<file path="src/rtl/fetch_queue_unit_if.sv">
// Fetch-queue bus bundle: I-cache request/response, redirect, and decode dequeue port.
// slave = the fetch queue itself; master = the surrounding core / I-cache side.
interface fetch_queue_unit_if #(
  parameter int AW    = 16,
  parameter int IW    = 16,
  parameter int DEPTH = 4
);
  logic [AW-1:0]                i_addr;
  logic                         i_hit;
  logic [IW-1:0]                instr;
  logic                         redirect;
  logic [AW-1:0]                redirect_pc;
  logic                         deq_ready;
  logic                         deq_valid;
  logic [IW-1:0]                deq_instr;
  logic [AW-1:0]                deq_pc;
  logic [$clog2(DEPTH+1)-1:0]   q_count;

  modport slave (
    output i_addr, deq_valid, deq_instr, deq_pc, q_count,
    input  i_hit, instr, redirect, redirect_pc, deq_ready
  );

  modport master (
    input  i_addr, deq_valid, deq_instr, deq_pc, q_count,
    output i_hit, instr, redirect, redirect_pc, deq_ready
  );
endinterface

</file>
<file path="src/rtl/fetch_queue_unit.sv">
// Instruction fetch address generator feeding a first-word-fall-through queue toward decode.
// Optional macro IFU_PERF_EN adds saturating miss/redirect performance counters.
module fetch_queue_unit #(
  parameter int            AW       = 16,
  parameter int            IW       = 16,
  parameter int            DEPTH    = 4,
  parameter logic [AW-1:0] RESET_PC = '0
) (
  input  logic                  clk,
  input  logic                  rst,
  fetch_queue_unit_if.slave     bus
`ifdef IFU_PERF_EN
  ,
  output logic [31:0]           perf_miss_cnt,
  output logic [31:0]           perf_redirect_cnt
`endif
);

  localparam int PTR_W = $clog2(DEPTH);
  localparam int CNT_W = $clog2(DEPTH+1);

  function automatic logic [31:0] sat_inc32(input logic [31:0] v);
    return (v == 32'hFFFF_FFFF) ? v : v + 32'd1;
  endfunction

  logic [AW-1:0]    r_pc;
  logic [PTR_W-1:0] r_head;
  logic [PTR_W-1:0] r_tail;
  logic [CNT_W-1:0] r_count;
  logic [IW-1:0]    r_mem_instr [DEPTH];
  logic [AW-1:0]    r_mem_pc    [DEPTH];

  logic w_deq;
  logic w_slot_open;
  logic w_enq;

  // A redirect squashes both the presented head and any concurrent hit.
  assign w_deq       = (r_count != '0) && bus.deq_ready && !bus.redirect;
  assign w_slot_open = (r_count < CNT_W'(DEPTH)) || w_deq;
  assign w_enq       = !bus.redirect && w_slot_open && bus.i_hit;

  always_ff @(posedge clk) begin
    if (rst) begin
      r_pc    <= RESET_PC;
      r_head  <= '0;
      r_tail  <= '0;
      r_count <= '0;
    end else if (bus.redirect) begin
      r_pc    <= bus.redirect_pc;
      r_head  <= '0;
      r_tail  <= '0;
      r_count <= '0;
    end else begin
      if (w_enq) begin
        r_pc   <= r_pc + AW'(1);
        r_tail <= r_tail + PTR_W'(1);
      end
      if (w_deq) begin
        r_head <= r_head + PTR_W'(1);
      end
      case ({w_enq, w_deq})
        2'b10:   r_count <= r_count + CNT_W'(1);
        2'b01:   r_count <= r_count - CNT_W'(1);
        default: r_count <= r_count;
      endcase
    end
  end

  // Storage is data only; occupancy is tracked by the control registers above.
  always_ff @(posedge clk) begin
    if (w_enq) begin
      r_mem_instr[r_tail] <= bus.instr;
      r_mem_pc[r_tail]    <= r_pc;
    end
  end

  assign bus.i_addr    = r_pc;
  assign bus.q_count   = r_count;
  assign bus.deq_valid = (r_count != '0);
  assign bus.deq_instr = r_mem_instr[r_head];
  assign bus.deq_pc    = r_mem_pc[r_head];

`ifdef IFU_PERF_EN
  logic [31:0] r_miss_cnt;
  logic [31:0] r_redirect_cnt;

  always_ff @(posedge clk) begin
    if (rst) begin
      r_miss_cnt     <= '0;
      r_redirect_cnt <= '0;
    end else begin
      if (bus.redirect) begin
        r_redirect_cnt <= sat_inc32(r_redirect_cnt);
      end
      if (!bus.redirect && w_slot_open && !bus.i_hit) begin
        r_miss_cnt <= sat_inc32(r_miss_cnt);
      end
    end
  end

  assign perf_miss_cnt     = r_miss_cnt;
  assign perf_redirect_cnt = r_redirect_cnt;
`endif

endmodule
</file>
<file path="src/flat_wrapper.sv">
// flat-port wrapper written by rule: the top's interface ports become plain ports
module fetch_queue_unit_flat 
#(
  parameter int            AW       = 16,
  parameter int            IW       = 16,
  parameter int            DEPTH    = 4,
  parameter logic [AW-1:0] RESET_PC = '0
)
  (clk, rst, bus_i_addr, bus_deq_valid, bus_deq_instr, bus_deq_pc, bus_q_count, bus_i_hit, bus_instr, bus_redirect, bus_redirect_pc, bus_deq_ready);
  fetch_queue_unit_if #(.AW(AW), .IW(IW), .DEPTH(DEPTH)) bus_i ();
  input  logic clk;
  input  logic rst;
  output wire logic [$bits(bus_i.i_addr)-1:0] bus_i_addr;
  output wire logic [$bits(bus_i.deq_valid)-1:0] bus_deq_valid;
  output wire logic [$bits(bus_i.deq_instr)-1:0] bus_deq_instr;
  output wire logic [$bits(bus_i.deq_pc)-1:0] bus_deq_pc;
  output wire logic [$bits(bus_i.q_count)-1:0] bus_q_count;
  input wire logic [$bits(bus_i.i_hit)-1:0] bus_i_hit;
  input wire logic [$bits(bus_i.instr)-1:0] bus_instr;
  input wire logic [$bits(bus_i.redirect)-1:0] bus_redirect;
  input wire logic [$bits(bus_i.redirect_pc)-1:0] bus_redirect_pc;
  input wire logic [$bits(bus_i.deq_ready)-1:0] bus_deq_ready;
  assign bus_i_addr = bus_i.i_addr;
  assign bus_deq_valid = bus_i.deq_valid;
  assign bus_deq_instr = bus_i.deq_instr;
  assign bus_deq_pc = bus_i.deq_pc;
  assign bus_q_count = bus_i.q_count;
  assign bus_i.i_hit = bus_i_hit;
  assign bus_i.instr = bus_instr;
  assign bus_i.redirect = bus_redirect;
  assign bus_i.redirect_pc = bus_redirect_pc;
  assign bus_i.deq_ready = bus_deq_ready;
  fetch_queue_unit #(.AW(AW), .IW(IW), .DEPTH(DEPTH), .RESET_PC(RESET_PC)) u_core (.clk(clk), .rst(rst), .bus(bus_i));
endmodule
</file>
<file path="config.mk">
export PLATFORM = sky130hd
export DESIGN_NAME = fetch_queue_unit_flat
export DESIGN_NICKNAME = d
export VERILOG_FILES = /design/src/rtl/fetch_queue_unit_if.sv /design/src/rtl/fetch_queue_unit.sv /design/src/flat_wrapper.sv
export SDC_FILE = /design/constraint.sdc
export NUM_CORES = 1
export LEC_CHECK = 0
export ABC_CLOCK_PERIOD_IN_PS = 2350
export CELL_PAD_IN_SITES_DETAIL_PLACEMENT = 2
export CELL_PAD_IN_SITES_GLOBAL_PLACEMENT = 2
export CORE_ASPECT_RATIO = 0.6
export CORE_MARGIN = 5
export CORE_UTILIZATION = 36
export DETAILED_ROUTE_END_ITERATION = 10
export PLACE_DENSITY = 0.73
export SKIP_LAST_GASP = 1
export SLEW_MARGIN = 20
export SYNTH_ARGS = -nofsm -noshare
export SYNTH_HDL_FRONTEND = slang
export SYNTH_SLANG_ARGS = --single-unit
</file>
<file path="constraint.sdc">
create_clock -name clk -period 2.35 [get_ports clk]
set_input_delay 0.47 -clock clk [delete_from_list [all_inputs] [get_ports clk]]
set_output_delay 0.47 -clock clk [all_outputs]
set_load 0.03 [all_outputs]
</file>
==> After elaboration in Yosys (flattened, before gate mapping) <==
Memory sizes are Yosys's and may differ from the RTL's. A register that Yosys moved wholly into a read port is not among the register bits.
Cells that the tools add are included.
{ "word_totals": {"register_bits": 23, "ramBits": 128, "inputBits": 37, "elab_cells": 33, "n_memories": 2} }
{ "classes": {"n_addsub": 5, "order_cmp": 1, "eq_ne": 2, "mux": 9, "reduce_logical": 10} }
{ "mem_list": {"columns": ["memory", "words", "width", "rd", "rd_clocked_by_memory_dff", "write_ports", "line_no", "rtl"], "rows": [
  ["u_core.r_mem_instr", 4, 16, 1, 1, 1, "fetch_queue_unit.sv:30", "logic [IW-1:0] r_mem_instr [DEPTH];"],
  ["u_core.r_mem_pc", 4, 16, 1, 1, 1, "fetch_queue_unit.sv:31", "logic [AW-1:0] r_mem_pc [DEPTH];"]
]} }
{ "op_table": {"columns": ["operator", "count"], "rows": [
  ["$mux 16", 2],
  ["$add 16x1->16 const B", 1],
  ["$mux 2", 4],
  ["$pmux 3 s2", 1],
  ["$add 2x1->2 const B", 2],
  ["$logic_and 1x1->1", 4],
  ["$reduce_bool 2->1", 2],
  ["$add 3x1->3 const B", 1],
  ["$lt 3x3->1 const B", 1],
  ["$reduce_bool 3->1", 1],
  ["$sub 3x1->3 const B", 1],
  ["$eq 2x1->1 const B", 1],
  ["$eq 2x2->1 const B", 1],
  ["$mux 1", 2],
  ["$reduce_or 2->1", 1],
  ["$logic_not 1->1", 1],
  ["$logic_or 1x1->1", 1]
]} }

==> Longest topological paths before layout <==
Gate-level depths: netlist of run 1.
{ "depth": {"word_depth": 8, "depth_mapped": 10, "ltp_nobuf": 10} }

==> Least setup slack after synthesis of run 1 <==
No wires, ideal clock.
{ "synth_path": {"kind": "flip-flop to flip-flop", "startpoint": "reg u_core.r_count[2] (netlist: u_core.bus.q_count[2])", "endpoint": "reg u_core.r_count[2] (netlist: u_core.bus.q_count[2])", "setup_ns": 0.070, "t_arrival_ns": 2.290, "required_ns": 2.280, "path_slack_ns": -0.010, "stages_incl_launch_ff": 9, "path_buffers": 0, "synth_period_minus_slack_ns": 2.360, "path_cell_list": "dfxtp_1 or3_1 and3_1 ha_1 inv_1 fa_1 xor2_1 or3_1 a21oi_1"} }
{ "synth_between": {"elab_chain_cells": 8} }
{ "synth_lines": {"columns": ["element", "line_no", "rtl"], "rows": [
  ["from (decl)", "fetch_queue_unit.sv:29", "logic [CNT_W-1:0] r_count;"],
  ["from (signal assigned)", "fetch_queue_unit.sv:62", "2'b10: r_count <= r_count + CNT_W'(1);"],
  ["from (signal assigned)", "fetch_queue_unit.sv:63", "2'b01: r_count <= r_count - CNT_W'(1);"],
  ["from (signal assigned)", "fetch_queue_unit.sv:64", "default: r_count <= r_count;"],
  ["$reduce_bool 3->1 *", null, null],
  ["named net bus_deq_valid", "flat_wrapper.sv:14", "output wire logic [$bits(bus_i.deq_valid)-1:0] bus_deq_valid;"],
  ["$logic_and 1x1->1 * (2 in a row)", "fetch_queue_unit.sv:38", "assign w_deq = (r_count != '0) && bus.deq_ready && !bus.redirect;"],
  ["named net u_core.w_deq", "fetch_queue_unit.sv:33", "logic w_deq;"],
  ["$logic_or 1x1->1", "fetch_queue_unit.sv:39", "assign w_slot_open = (r_count < CNT_W'(DEPTH)) || w_deq;"],
  ["$logic_and 1x1->1 (2 in a row)", "fetch_queue_unit.sv:40", "assign w_enq = !bus.redirect && w_slot_open && bus.i_hit;"],
  ["$eq 2x1->1 or $eq 2x2->1 (tied branches)", "fetch_queue_unit.sv:61", "case ({w_enq, w_deq})"],
  ["$pmux 3 s2 or $reduce_bool 2->1 (tied branches)", null, null]
]} }
The timed path passes the listed nets; every way through them passes the cells marked *.
A chain may end at the register's enable or synchronous reset.

==> summary.txt, run 1 <==
Setup path
  – Critical path arrival: 1.86 ns
  – R2R cell count: 8
  – Worst R2R Setup Slack: 0.24 ns
  – Critical Path Fanout Max: 7
  – Crit-path slowest cell: mux4_2
  – Critical Path Sink: bus_deq_pc[8]
  – Worst EP required: 1.88 ns
  – Max incr delay on CP: 0.53 ns
  – Worst path bufs/invs: 2
  – CP Launch Type: flip-flop
  – Critical Setup Path Class: reg -> out
  – RR Endpoint: u_core.bus.q_count[2]$_SDFFE_PP0P_
  – CP top delay family: multiplexers
  – Critical-path cell list: buf_12 -> mux4_2 -> clkdlybuf4s15_2
  – Worst r2r src: u_core.bus.q_count[2]$_SDFFE_PP0P_
  – CP endpoint kind: output pin
  – WP depth: 3

STA
  – PnR worst setup slack: 0.0161 ns
  – Slew margin rel.: 0.670
  – RSZ-0062 raised after global routing: true
  – Clk_skew: 0.0106 ns
  – Setup TNS: 0 ns
  – Fmax: 0.428 GHz
  – Final hold vios: 0
  – Setup-failing EPs final: 0
  – Crit path time final: 2.33 ns
  – Final slew viol count: 0
  – Final worst path period share: 0.993
  – Tightest Pin Transition: 0.491 ns

Synthesis
  – Synth top cells by count: edfxtp_1 (128), mux4_2 (32), dfxtp_1 (25)
  – Most numerous cell in the Yosys netlist: edfxtp_1
  – Syn nets: 383
  – Part of the Yosys area used for sequential elements: 0.723
  – Synthesis-stage register bit count: 153
  – Yosys top cell area share: 0.639
  – Post-synth EDFFs: 128
  – Synthesis warning total: 0
  – Synthesized area per cell: 17.7 µm²
  – Async set-reset flop share out of synthesis: 0
  – Synth area leaders: edfxtp_1 (64%), mux4_2 (12%), dfxtp_1 (8.3%)
  – Synth Instances: 339
  – Post-synthesis cell area: 6010 µm²
  – Cell taking the most area after synthesis: edfxtp_1
  – Synth Flop Type: edfxtp_1
  – Yosys cell types: 38

Power and ir drop
  – Max VDD drop: 0.564 mV
  – Pwr per Cell Area: 766 nW/µm²
  – Reg power frac: 0.502
  – Pwr Total: 0.00614 W
  – Combinational share of power: 0.073
  – Net Sw Frac: 0.251
  – Clock network power share: 0.425
  – Sw power: 0.00154 W
  – P_leak: 2.70 nW
  – Pint: 0.00459 W

Layout
  – Ant. Diodes: 0
  – Multi-input logic area: 1550 µm²
  – Post-route cell area: 8020 µm²
  – Layout area overhead: 33.3%
  – Filler Cell Count: 1518
  – Register Area: 4350 µm²
  – Nets: 515
  – Layout cell share with drive strength beyond 1: 0.304

Detailed routing
  – Vias: 3692
  – WL/cell: 24.9 µm
  – Iter 0 DRT Violations: 317
  – Vias per std cell: 5.19
  – Final WL: 17800 µm
  – Final ANT Viol Nets: 0
  – Pre-antenna DRT Iters: 4
  – Drt drc: 0

Clock network
  – Skew-Pair Late Insertion Delay: 0.42 ns
  – CTS tree: done
  – Max clock buf depth: 2
  – Clk sink count: 153
  – CTS root buffer: clkbuf_16
  – H-tree depth: 4
  – CTS clk-pin slew, worst paths: 0.07 ns
  – TritonCTS Buffers: 17

Floorplan
  – Initial Utilization: 0.369
  – Full die area: 19500 µm²
  – Core Region: 16300 µm²
  – Die width: 177 µm
  – DIE HEIGHT: 110 µm
  – # IOs: 89
  – Site row count: 36

Placed design
  – DP HPWL: 11500 µm
  – Dpl ws: -0.282 ns
  – RD Place Congestion: 0.746
  – Port Buffers: 88
  – Post-DP Area: 7460 µm²

Global route
  – Largest net degree at the start of global routing: 24
  – Vias in the first global route: 4145
  – Global-route wire length before repair: 25800 µm
  – Initial antenna violation count: 0
  – GRT overflow: 0
  – Total global-route track usage: 0.183

Worst hold path
  – Hold WC Path Type: reg -> reg

Flow run
  – Max Cap Viol: 0

Status
  – Status: finished clean
through the flow:
step           std cells  hold WS (ns)   util
2_1_floorplan        339         0.469      -
3_3_place_gp         671         0.487  0.457
3_5_place_dp         671         0.558  0.457
4_1_cts              706         0.572  0.494
5_1_grt              712         0.606  0.492
6_report             712         0.567  0.492
state kept, by name (all words and copies together), names as in the netlist, named ones only:
name / flops
u_core.bus.i_addr: 16
u_core.bus.q_count: 3
u_core.r_head: 2
u_core.r_mem_instr: 64
u_core.r_mem_pc: 64
u_core.r_tail: 2
power groups by stage:
stage / Sequential (W) / Combinational, W / Clock (W)
final: 0.00308 / 0.000448 / 0.00261
after global routing: 0.00309 / 0.000474 / 0.00281
after CTS: 0.00308 / 0.000462 / 0.00265
after detailed placement: 0.00314 / 0.000461 / 0
after global placement: 0.00312 / 0.000442 / 0
after floorplan: 0.00315 / 0.000178 / 0
logic make-up (layout without fill, tap and decap cells):
| family | Yosys count | after routing | synth area share |
|---|---|---|---|
| adder cells (fa/ha/maj) | 7 | 7 | 0.0158 |
| flip-flops | 153 | 153 | 0.723 |
| AND/OR/NAND/NOR | 79 | 79 | 0.0697 |
| XOR/XNOR | 10 | 10 | 0.0146 |
| multiplexers | 32 | 32 | 0.120 |
| buffers and inverters | 27 | 172 | 0.0219 |
| AO/OA/AOI/OAI | 31 | 31 | 0.0356 |
tightest hold or removal path, stage by stage (launching register included):
cell     delay, ns
dfxtp_1       0.36
o21ai_0       0.09
a21oi_1       0.06
final cells by class:
class,count,share of cell area
clock inverter,15,0.0167
multi-input combinational,159,0.193
clock buffer,17,0.0531
timing repair buffer,129,0.154
inverter,11,0.00515
tap,228,0.0356
sequential,153,0.543
cell usage in the layout (no fill, tap or decap), types with 19 or more instances in the layout:
| cell type | netlist | layout |
|---|---|---|
| nor2_1 | 22 | 22 |
| mux4_2 | 32 | 32 |
| edfxtp_1 | 128 | 128 |
| clkdlybuf4s50_1 | 0 | 55 |
| dfxtp_1 | 25 | 23 |
| clkbuf_16 | 0 | 19 |
| buf_4 | 0 | 30 |
| buf_2 | 3 | 26 |
how the worst min path moves through the flow:
stage	startpoint	cells after the start	endpoint
detailed placement	u_core.r_head[1]$_SDFFE_PP0P_	2	flip-flop
global route	u_core.r_tail[1]$_SDFFE_PP0P_	2	u_core.r_tail[1]$_SDFFE_PP0P_
CTS	u_core.bus.q_count[2]$_SDFFE_PP0P_	2	u_core.bus.q_count[2]$_SDFFE_PP0P_
floorplan	u_core.r_tail[1]$_SDFFE_PP0P_	2	u_core.r_tail[1]$_SDFFE_PP0P_
global placement	u_core.r_tail[1]$_SDFFE_PP0P_	2	u_core.r_tail[1]$_SDFFE_PP0P_
finish	u_core.bus.q_count[2]$_SDFFE_PP0P_	2	u_core.bus.q_count[2]$_SDFFE_PP0P_
routing by layer:
layer  vias to the layer above  wire (µm)  track usage
met5                         -          0            0
met4                         0        222       0.0585
met3                        16        642       0.0399
met2                       100       9060        0.316
met1                      1953       7840        0.236
li1                       1623          -            -
timing repair:
item | in CTS | in global routing
hold buffers | 0 | 0
resized for setup | 95 | 57
gates cloned | 0 | 2
setup buffers | 3 | 4
setup endpoints to repair | 29 | 29
Power figures use the tool's default switching activity.
==> inputs of run 2 (changes only) <==
--- a/config.mk
+++ b/config.mk
@@ -9,7 +9,7 @@
 export CELL_PAD_IN_SITES_DETAIL_PLACEMENT = 2
 export CELL_PAD_IN_SITES_GLOBAL_PLACEMENT = 2
 export CORE_ASPECT_RATIO = 0.6
-export CORE_MARGIN = 5
+export CORE_MARGIN = 2
 export CORE_UTILIZATION = 36
 export DETAILED_ROUTE_END_ITERATION = 10
 export PLACE_DENSITY = 0.73
==> constraint.sdc (replaced) <==
create_clock -name clk -period 2.35 [get_ports clk]
set_input_delay 0.705 -clock clk [delete_from_list [all_inputs] [get_ports clk]]
set_output_delay 0.705 -clock clk [all_outputs]
set_load 0.03 [all_outputs]
==> summary.txt, run 2 (synthesis results as in run 1) <==
Placed design
  – RD Place Congestion: 0.744
  – Port Buffers: 88
  – Dpl cells: 684
  – DP HPWL: 11800 µm

Global route
  – Global-route wire length before repair: 28200 µm
  – Total global-route track usage: 0.224
  – Initial antenna violation count: 0
  – Largest net degree at the start of global routing: 24
  – GRT overflow: 0
  – Vias in the first global route: 4322

Status
  – Failing checks: setup timing
  – Status: finished with violations

Layout
  – Most common cell after layout, fill and taps aside: edfxtp_1
  – Filler Cell Count: 1506
  – Nets: 534
  – Layout area overhead: 41.0%
  – Commonest non-fill, non-tap cells in the layout: edfxtp_1 (128), buf_6 (44), clkdlybuf4s50_1 (42), mux4_2 (32), buf_4 (32)
  – Final Instance Count excl. Fillers: 731
  – Layout cell share with drive strength beyond 1: 0.348
  – Ant. Diodes: 0

Power and ir drop
  – Pwr Total: 0.00637 W
  – Pwr per Cell Area: 751 nW/µm²
  – P_leak: 2.97 nW
  – Max VDD drop: 0.606 mV

STA
  – PnR worst setup slack: -0.189 ns
  – Final worst path period share: 1.08
  – Fmax: 0.394 GHz
  – Crit path time final: 2.54 ns
  – Tightest Pin Transition: 0.418 ns
  – RSZ-0062 raised after global routing: true
  – Slew margin rel.: 0.717
  – Setup-failing EPs final: 32
  – Final hold vios: 0
  – Final slew viol count: 0
  – Clk_skew: 0.0132 ns
  – Setup TNS: -3.68 ns

Clock network
  – TritonCTS Buffers: 17
  – CTS tree: done
  – # hold bufs at CTS: 0
  – CTS clk-pin slew, worst paths: 0.07 ns
  – Skew-Pair Late Insertion Delay: 0.43 ns
  – Max clock buf depth: 2
  – CTS root buffer: clkbuf_16
  – H-tree depth: 4
  – Clk sink count: 153

Setup path
  – CP Launch Type: flip-flop
  – Critical Setup Path Class: reg -> out
  – Worst EP required: 1.64 ns
  – Critical path arrival: 1.83 ns
  – Critical Path Fanout Max: 4
  – CP endpoint kind: output pin

Floorplan
  – Die width: 171 µm
  – # IOs: 89
  – Full die area: 17800 µm²
  – Initial Utilization: 0.369
  – Core Region: 16300 µm²
  – Site row count: 36
  – DIE HEIGHT: 104 µm

Detailed routing
  – Vias per std cell: 5.26
  – Final WL: 19000 µm
  – Vias: 3845
  – Iter 0 DRT Violations: 319
  – Drt drc: 0
  – Final ANT Viol Nets: 0
  – Pre-antenna DRT Iters: 4
  – WL/cell: 26.0 µm

Flow run
  – Max Cap Viol: 0

Worst hold path
  – Hold WC Path Type: reg -> reg
[run 2: cell types whose count changed in the layout (fill, tap and decap cells not counted), moves of 3 or more]
| cell | delta |
|---|---|
| a2111oi_0 | -3 |
| dlymetal6s2s_1 | +4 |
| inv_6 | -4 |
| buf_2 | -26 |
| buf_6 | +41 |
| clkdlybuf4s50_1 | -13 |
| dlygate4sd2_1 | +8 |
[run 2: layer usage]
metal | up-vias | global-route usage | wire length (µm)
li1 | 1664 | - | -
met1 | 2035 | 0.295 | 8400
met2 | 114 | 0.370 | 9480
met3 | 32 | 0.0396 | 649
met4 | 0 | 0.0914 | 495
met5 | - | 0 | 0
[run 2: critical path: stages (launching register included)]
cell and delay (ns):
dfxtp_4 0.40, buf_12 0.14, buf_8 0.10, buf_6 0.09
mux4_2 0.51, buf_6 0.16
[run 2: final cells by class]
cell class / count / area (µm²) / area share
Multi-Input combinational cell: 159 / 1590 / 0.188
Timing Repair Buffer: 148 / 1620 / 0.191
Inverter: 11 / 41.3 / 0.00487
Tap cell: 228 / 285 / 0.0336
Clock inverter: 14 / 163 / 0.0192
Sequential cell: 153 / 4350 / 0.513
Clock buffer: 18 / 429 / 0.0506
[run 2: per-stage QoR]
stage / setup WS (ns) / hold WS (ns) / util / area [µm²]
finish: -0.189 / 0.508 / 0.520 / 8480
global route: -0.241 / 0.499 / 0.520 / 8480
CTS: -0.240 / 0.496 / 0.513 / 8360
detailed placement: -0.525 / 0.488 / 0.463 / 7540
global placement: -0.346 / 0.471 / 0.463 / 7540
floorplan: -0.0429 / 0.469 / - / 6030
[run 2: path summary, 6_finish.rpt]
| check | startpoint | slack (ns) | cells past startpoint | end |
|---|---|---|---|---|
| setup / recovery | flip-flop | -0.19 | 5 | bus_deq_instr[2] |
| hold / removal | u_core.bus.i_addr[8]$_SDFFE_PP0P_ | 0.51 | 0 | u_core.r_mem_pc[0][8]$_DFFE_PP_ |
| setup reg to reg | u_core.bus.q_count[2]$_SDFFE_PP0P_ | 0.12 | 8 | u_core.bus.q_count[2]$_SDFFE_PP0P_ |
| hold reg to reg | u_core.bus.i_addr[8]$_SDFFE_PP0P_ | 0.51 | 0 | u_core.r_mem_pc[0][8]$_DFFE_PP_ |
[run 2: what timing repair did]
item | CTS | global route
resized for setup | 125 | 46
setup buffers | 12 | 2
setup endpoints to repair | 41 | 44
cloned | 2 | 0
pin swaps | 2 | 2
[run 2: report_power, final]
part | internal [W] | switching, W
Clock | 0.00159 | 0.00119
Sequential | 0.00301 | 0.0000556
Combinational | 0.000232 | 0.000291
==> inputs of run 3 (changes only) <==
--- a/config.mk
+++ b/config.mk
@@ -12,6 +12,7 @@
 export CORE_MARGIN = 2
 export CORE_UTILIZATION = 36
 export DETAILED_ROUTE_END_ITERATION = 10
+export GPL_ROUTABILITY_DRIVEN = 1
 export PLACE_DENSITY = 0.73
 export SKIP_LAST_GASP = 1
 export SLEW_MARGIN = 20
==> results of run 3 <==
No change in the layout: final DEF, timing and power equal those of run 2.
